==> src/rtl/cic_ctrl_pkg.sv <==
// Shared constants for the CicFilter run-time controller.
//   - state encoding (IDLE/FLUSH/SETTLE/RUN)
//   - legal decimation-factor range
//   - dropped-sample counter width
package cic_ctrl_pkg;

  localparam logic [1:0] StIdle   = 2'd0;
  localparam logic [1:0] StFlush  = 2'd1;
  localparam logic [1:0] StSettle = 2'd2;
  localparam logic [1:0] StRun    = 2'd3;

  localparam int unsigned MinFactor    = 2;
  localparam int unsigned DropCntWidth = 16;

  // Largest factor representable in a counter of the given width.
  function automatic int unsigned max_factor(input int unsigned width);
    return (32'd1 << width) - 32'd1;
  endfunction

endpackage

==> src/rtl/cic_cfg_check.sv <==
// Combinational decimation-factor validity check.
// Ports:
//   i_factor - requested decimation factor
//   o_valid  - high when MinFactor <= i_factor <= max_factor(DecimCntWidth)
module cic_cfg_check
  import cic_ctrl_pkg::*;
#(
  parameter int unsigned DecimCntWidth = 7
) (
  input  logic [DecimCntWidth-1:0] i_factor,
  output logic                     o_valid
);

  logic [31:0] w_factor;

  always_comb begin
    w_factor = 32'(i_factor);
    o_valid  = (w_factor >= MinFactor) && (w_factor <= max_factor(DecimCntWidth));
  end

endmodule

==> src/rtl/cic_decim_ctrl.sv <==
// Run-time controller for one CicFilter decimator. Accepts factor changes over a
// valid/ready handshake, restarts the filter (flush + settle) on each change and
// suppresses the filter's start-up transient outputs.
// Ports:
//   Clk_i, Rst_i (async, active-low)   - clock / reset
//   Enable_i                           - run enable
//   CfgFactor_i/CfgValid_i/CfgReady_o  - factor request handshake
//   CfgError_o                         - one-cycle pulse on rejected request
//   Data_i/DataNd_i                    - input samples
//   FiltRst_o/FiltDecimFactor_o/FiltData_o/FiltDataNd_o - drive the CicFilter
//   FiltData_i/FiltDataValid_i         - CicFilter outputs
//   Data_o/DataValid_o                 - gated decimated output
//   State_o                            - current state
//   DropCnt_o                          - saturating dropped-sample count
module cic_decim_ctrl
  import cic_ctrl_pkg::*;
#(
  parameter int unsigned N             = 4,
  parameter int unsigned M             = 1,
  parameter int unsigned InDataWidth   = 14,
  parameter int unsigned OutDataWidth  = 32,
  parameter int unsigned DecimCntWidth = 7,
  parameter int unsigned DefaultFactor = 5,
  parameter int unsigned FlushCycles   = 4,
  parameter int unsigned SettleOutputs = N * M
) (
  input  logic                            Clk_i,
  input  logic                            Rst_i,
  input  logic                            Enable_i,
  input  logic        [DecimCntWidth-1:0] CfgFactor_i,
  input  logic                            CfgValid_i,
  output logic                            CfgReady_o,
  output logic                            CfgError_o,
  input  logic signed [InDataWidth-1:0]   Data_i,
  input  logic                            DataNd_i,
  output logic                            FiltRst_o,
  output logic        [DecimCntWidth-1:0] FiltDecimFactor_o,
  output logic signed [InDataWidth-1:0]   FiltData_o,
  output logic                            FiltDataNd_o,
  input  logic signed [OutDataWidth-1:0]  FiltData_i,
  input  logic                            FiltDataValid_i,
  output logic signed [OutDataWidth-1:0]  Data_o,
  output logic                            DataValid_o,
  output logic        [1:0]               State_o,
  output logic        [DropCntWidth-1:0]  DropCnt_o
);

  localparam int unsigned FlushW  = $clog2(FlushCycles + 1);
  localparam int unsigned SettleW = $clog2(SettleOutputs + 2);

  logic [1:0]                r_state, w_state_next;
  logic [FlushW-1:0]         r_flush_cnt, w_flush_cnt_next;
  logic [SettleW-1:0]        r_settle_cnt, w_settle_cnt_next;
  logic [DecimCntWidth-1:0]  r_factor;
  logic                      r_filt_rst, r_cfg_ready, r_cfg_err, r_filt_nd, r_data_valid;
  logic [InDataWidth-1:0]    r_filt_data;
  logic [OutDataWidth-1:0]   r_data;
  logic [DropCntWidth-1:0]   r_drop;

  logic w_factor_ok, w_accept, w_valid_accept, w_fwd_in, w_fwd_out, w_drop;

  cic_cfg_check #(
    .DecimCntWidth(DecimCntWidth)
  ) u_cfg_check (
    .i_factor(CfgFactor_i),
    .o_valid (w_factor_ok)
  );

  always_comb begin
    w_accept       = CfgValid_i & r_cfg_ready;
    w_valid_accept = w_accept & w_factor_ok;
    // A strobe arriving in the RUN->FLUSH transition cycle is dropped, not forwarded.
    w_fwd_in  = DataNd_i & ((r_state == StSettle) | ((r_state == StRun) & ~w_valid_accept));
    w_drop    = DataNd_i & ~w_fwd_in;
    w_fwd_out = FiltDataValid_i & (r_state == StRun);
  end

  always_comb begin
    w_state_next      = r_state;
    w_flush_cnt_next  = '0;
    w_settle_cnt_next = '0;
    if (!Enable_i) begin
      w_state_next = StIdle;
    end else begin
      case (r_state)
        StIdle: begin
          // A factor update while idle holds IDLE for that cycle.
          if (!w_valid_accept) w_state_next = StFlush;
        end
        StFlush: begin
          if (r_flush_cnt == FlushW'(FlushCycles - 1)) begin
            w_state_next = (SettleOutputs == 0) ? StRun : StSettle;
          end else begin
            w_flush_cnt_next = r_flush_cnt + 1'b1;
          end
        end
        StSettle: begin
          w_settle_cnt_next = r_settle_cnt;
          if (FiltDataValid_i) begin
            if (r_settle_cnt == SettleW'(SettleOutputs - 1)) begin
              w_state_next      = StRun;
              w_settle_cnt_next = '0;
            end else begin
              w_settle_cnt_next = r_settle_cnt + 1'b1;
            end
          end
        end
        StRun: begin
          if (w_valid_accept) w_state_next = StFlush;
        end
        default: w_state_next = StIdle;
      endcase
    end
  end

  always_ff @(posedge Clk_i or negedge Rst_i) begin
    if (!Rst_i) begin
      r_state      <= StIdle;
      r_flush_cnt  <= '0;
      r_settle_cnt <= '0;
      r_factor     <= DecimCntWidth'(DefaultFactor);
      r_filt_rst   <= 1'b1;
      r_cfg_ready  <= 1'b1;
      r_cfg_err    <= 1'b0;
      r_filt_nd    <= 1'b0;
      r_filt_data  <= '0;
      r_data_valid <= 1'b0;
      r_data       <= '0;
      r_drop       <= '0;
    end else begin
      r_state      <= w_state_next;
      r_flush_cnt  <= w_flush_cnt_next;
      r_settle_cnt <= w_settle_cnt_next;
      // Factor only changes in IDLE/RUN accepts; both lead to FiltRst_o high next cycle.
      if (w_valid_accept) r_factor <= CfgFactor_i;
      r_filt_rst   <= (w_state_next == StIdle) | (w_state_next == StFlush);
      r_cfg_ready  <= (w_state_next == StIdle) | (w_state_next == StRun);
      r_cfg_err    <= w_accept & ~w_factor_ok;
      r_filt_nd    <= w_fwd_in;
      if (w_fwd_in) r_filt_data <= Data_i;
      r_data_valid <= w_fwd_out;
      if (w_fwd_out) r_data <= FiltData_i;
      if (w_drop && (r_drop != {DropCntWidth{1'b1}})) r_drop <= r_drop + 1'b1;
    end
  end

  assign State_o           = r_state;
  assign FiltRst_o         = r_filt_rst;
  assign CfgReady_o        = r_cfg_ready;
  assign CfgError_o        = r_cfg_err;
  assign FiltDecimFactor_o = r_factor;
  assign FiltDataNd_o      = r_filt_nd;
  assign FiltData_o        = r_filt_data;
  assign DataValid_o       = r_data_valid;
  assign Data_o            = r_data;
  assign DropCnt_o         = r_drop;

endmodule

==> config.mk <==
export PLATFORM = sky130hd
export DESIGN_NAME = cic_decim_ctrl
export DESIGN_NICKNAME = d
export VERILOG_FILES = /design/src/rtl/cic_ctrl_pkg.sv /design/src/rtl/cic_cfg_check.sv /design/src/rtl/cic_decim_ctrl.sv
export SDC_FILE = /design/constraint.sdc
export NUM_CORES = 1
export LEC_CHECK = 0
export CAP_MARGIN = 20
export CORE_MARGIN = 2
export CORE_UTILIZATION = 41
export CTS_BUF_LIST = sky130_fd_sc_hd__clkbuf_4 sky130_fd_sc_hd__clkbuf_8
export DETAILED_ROUTE_END_ITERATION = 8
export GPL_ROUTABILITY_DRIVEN = 0
export GPL_TIMING_DRIVEN = 0
export PLACE_DENSITY_LB_ADDON = 0.15
export SYNTH_ARGS = -nofsm -noshare
export SYNTH_HDL_FRONTEND = slang
export SYNTH_SLANG_ARGS = --single-unit
==> constraint.sdc <==
create_clock -name Clk_i -period 1.8 [get_ports Clk_i]
set_clock_uncertainty 0.1 [all_clocks]
set_input_delay 0.36 -clock Clk_i [delete_from_list [all_inputs] [get_ports Clk_i]]
set_output_delay 0.36 -clock Clk_i [all_outputs]
set_load 0.01 [all_outputs]
==> results.txt <==
- Pin placement for this block handled about 140 I/O pins.
* ANT nets after route: 0
* Maximum resistive drop on vdd: around 0.00053 V
- Before CTS, the worst setup slack after placement is -902 ps.
- Of the total synthesized cell area, the portion taken by AND, OR, NAND and NOR gates is 11.0%.
- Net switching is 27.2% of the power.
- Number of buffers between clock root and the deepest sink: 2
- The number of clock buffers added by TritonCTS is 9.
- Detailed-route wire length: just under 9000 um
* Final setup violation count: 26
- Actual transition at the worst max-transition pin: between 300 and 400 ps
- Number of core rows: 33
- Summed over all nets, the switching power comes to between 1000 and 1500 uW.
- STA puts the critical path data required time at approximately 1900 ps.
- #FFs+latches synth: 82
* Sequential area share after synthesis: between 50 and 60%
- Tcrit/Tclk final: 105%
- Share of cell area taken by muxes after synthesis: about a fifth
- Placed wire-length estimate: around 5400 um
- Antenna cells: 0
* Combinational group share of total power: approximately 30%
- In the routed layout, each cell is associated on average with a via count of approximately 4.9.
- Clock period minus final worst setup slack: roughly 1900 ps
- Layout cells sized above 1: 40.6%
* Worst setup SP type: flip-flop
- Dominant combinational cell family by area after synthesis: multiplexers
- The first global-routing pass estimated between 10000 and 15000 um of wire.
* Core region area: approximately 0.008 mm2
- Count of maximum capacitance violations: 0
* Fin. max-slew vios: 0
- The first routing iteration left ~110 violations.
* Crit path capture type: flip-flop
* Pin count of the biggest net entering global routing: ~70
- The routed layout has between 2000 and 3000 vias.
- Syn-to-layout area delta: 70.0%
- The run finished, with violations left.
- A synthesized cell averages around 14 um2.
- CTS tree: done
* Library cell used as clock root buffer: sky130_fd_sc_hd__clkbuf_8
* Starting Density: 42.0%
* Post-synthesis instance area: around 0.0034 mm2
- Detailed-router iteration count before antenna repair: 4
- Cell types with the largest area share after synthesis: sky130_fd_sc_hd__dfrtp_1 57%, sky130_fd_sc_hd__mux2_2 15%, sky130_fd_sc_hd__mux2_4 3.9%
* Largest fanout on the critical path: 5
- Family with the most delay on the worst path: simple AND/OR/NAND/NOR gates
- CTS built an H-tree with a depth of 3.
- Data on the critical path arrives at its endpoint at between 2000 and 2500 ps.
- Delay of the slowest critical-path stage: roughly 420 ps
- Insertion delay of the later-clocked pin in the worst-skew pair: roughly 350 ps
- Setup repair after global routing missed its margin: yes
- Placed Instances: between 400 and 500
* Path class of the lowest-slack min-delay path: input port to flip-flop
- The critical path in this run is classified as flip-flop to flip-flop.
- Clk sinks: a little over 80
- Power Internal: roughly 3800 uW
- Traced cell by cell, the critical path runs through or3b_4, o211ai_4, nand2_4, clkbuf_16, mux2_4.
* Parity-gate share of the synthesized area counting xor and xnor cells: approximately 3.3%
- The number of nets handed over by synthesis was just over 300.
- Max-slew headroom: ~78%
- Excluding fillers, the count of instances in the completed layout stands at 541.
- After layout, the worst setup slack is -83.1 ps.
- Clock group share of total power: about 26%
- The die covers 0.00912 mm2.
- DRC: 0
- Based on the critical path, the design can be clocked at up to roughly 530 MHz.
- In this run the cell area measured after placement is ~0.005 mm2.
* Buffering stage count on the worst path with inverters included: 1
- The final hold violation count is 0.
- Synth cell types: 42
- After synthesis, the largest area contributor takes up between 50% and 60% of total cell area.
* Initial antenna violation count: 0
- Total global routing overflow: 0
- The synthesized netlist devotes 2.44% of its cell area to compound gates.
- Yosys printed 0 warnings.
- The floorplan step set the die height to between 90 and 100 um.
* Chip Width: 95.5 um
* Via count of the first global-routing pass: around 2700
* Synth Instances: between 200 and 250
- After detailed routing, the average wire length per cell comes to around 16 um.
- Cell taking the most area after synthesis: sky130_fd_sc_hd__dfrtp_1
- Share of synthesized cell area in full adder, half adder and majority cells: roughly 1.8%
- For this design the static power due to leakage is 0.00277 uW.
* Slowest library cell on the worst path: sky130_fd_sc_hd__or3b_4
* Total GRT Usage: roughly a fifth
* Net count, final: 495
- The final reports fail on negative setup slack.
- Sequential cells burn about 45% of the power.
* Final standard cell utilization of the core: roughly 71%
- Final design instance area without fill: 0.00583 mm2
- Number of buffers inserted by port buffering: about 130
- After clock tree synthesis, the clock-pin slew on the worst setup and hold paths is 90 ps.
* Power per standard cell area: about 900 mW/mm2
## final cells by class
type	count	area (um2)
fillers	578	2340
flip-flops and latches	82	2060
repair buffers	183	1780
multi-input cells	146	1600
clock buffers	12	146
well taps	105	131
clock inverters	4	52.6
plain buffers	4	40.0
inverters	5	18.8
## final timing paths
check,from,end,slack (ps),cells past startpoint
min in group asynchronous,Rst_i,FiltDecimFactor_o[6],300,2
max reg2reg,State_o[1],FiltData_o[4],-80,5
max in group asynchronous,Rst_i,FiltDecimFactor_o[2],690,3
max,State_o[1],FiltData_o[4],-80,5
min,CfgFactor_i[3],FiltDecimFactor_o[3],140,2
min reg2reg,r_flush_cnt[0],r_flush_cnt[0],340,1
## worst reg2reg max path, cell delays in order (launching register included)
cell and delay (ps):
sky130_fd_sc_hd__dfrtp_2 390, sky130_fd_sc_hd__or3b_4 420, sky130_fd_sc_hd__o211ai_4 270, sky130_fd_sc_hd__nand2_4 130, sky130_fd_sc_hd__clkbuf_16 180, sky130_fd_sc_hd__mux2_4 290
## cell usage after synthesis (all sizes together)
| master | instances |
|---|---|
| o21ai | 2 |
| dfstp | 4 |
| a21bo | 1 |
| ha | 5 |
| inv | 5 |
| nor4b | 4 |
| nand2 | 14 |
| or3b | 1 |
| buf | 3 |
| mux2i | 1 |
| nor3b | 3 |
| and3b | 1 |
| nor3 | 4 |
| nand3 | 7 |
| mux2 | 57 |
| o311a | 1 |
| and3 | 1 |
| o211ai | 2 |
| and2 | 1 |
| nand3b | 1 |
| xor2 | 11 |
| xnor2 | 2 |
| o2111ai | 1 |
| dfrtp | 78 |
| o211a | 1 |
| nor2b | 2 |
| or3 | 1 |
| nor2 | 4 |
| nand4 | 3 |
| clkbuf | 3 |
| or4 | 2 |
| or2 | 3 |
| nand2b | 2 |
| nor4 | 8 |
## cells in the final DEF, fill, tap and decap left out, types with 4 or more instances in the layout
master,n
sky130_fd_sc_hd__nand3_1,6
sky130_fd_sc_hd__clkbuf_8,9
sky130_fd_sc_hd__dlygate4sd2_1,10
sky130_fd_sc_hd__xor2_1,11
sky130_fd_sc_hd__dfrtp_1,73
sky130_fd_sc_hd__inv_1,4
sky130_fd_sc_hd__mux2_2,44
sky130_fd_sc_hd__nor4_4,7
sky130_fd_sc_hd__mux2_4,11
sky130_fd_sc_hd__nand2_1,10
sky130_fd_sc_hd__dlymetal6s2s_1,9
sky130_fd_sc_hd__clkbuf_4,5
sky130_fd_sc_hd__buf_4,39
sky130_fd_sc_hd__dfstp_2,4
sky130_fd_sc_hd__dfrtp_2,5
sky130_fd_sc_hd__clkdlybuf4s50_1,110
sky130_fd_sc_hd__buf_6,10
## flip-flops by register name, indices dropped and copies added (netlist names), 2 cells and up
name               count
r_settle_cnt           3
FiltData_o            14
Data_o                32
r_flush_cnt            3
State_o                2
DropCnt_o             16
FiltDecimFactor_o      7
## power by group through the flow
stage,sequential (uW),clock [uW],combinational (uW)
final,2320,1340,1520
after floorplan,2470,0,359
after CTS,2310,1380,1440
after global routing,2360,1460,1630
after detailed placement,2360,0,1280
after global placement,2360,0,1260
## logic make-up (layout without fill, tap and decap cells)
| logic type | Yosys count | after routing |
|---|---|---|
| DFF | 82 | 82 |
| and+or+nand+nor | 62 | 62 |
| muxes | 58 | 58 |
| xor gates and xnor gates | 13 | 13 |
| buffers and inverters | 11 | 208 |
| AOI/OAI and AO/OA | 8 | 8 |
| adders and majority gates | 5 | 5 |
## per-layer routing
layer / vias up / wire, um / track usage (%)
met3: 14 / 728 / 6.80
met2: 91 / 4250 / 29.3
met4: 0 / 161 / 7.38
met5: - / 0 / 0
met1: 1298 / 3670 / 24.0
li1: 1237 / - / -
## metrics by stage
stage	setup TNS (ps)	hold slack (ps)	power (uW)
after floorplan	-3870	-35.6	2830
after global placement	-255940	328	3620
after detailed placement	-39560	137	3650
after CTS	-2050	122	5130
after global routing	-2820	119	5450
final	-1010	136	5180
## timing repair
action,4_1_cts,5_1_grt
hold endpoints to repair,13,0
buffers inserted,31,15
cloned,1,1
pin swaps,17,24
gates resized for setup,60,37
hold buffers,1,0
endpoints found under the setup margin,84,51
Power figures use the tool's default switching activity.
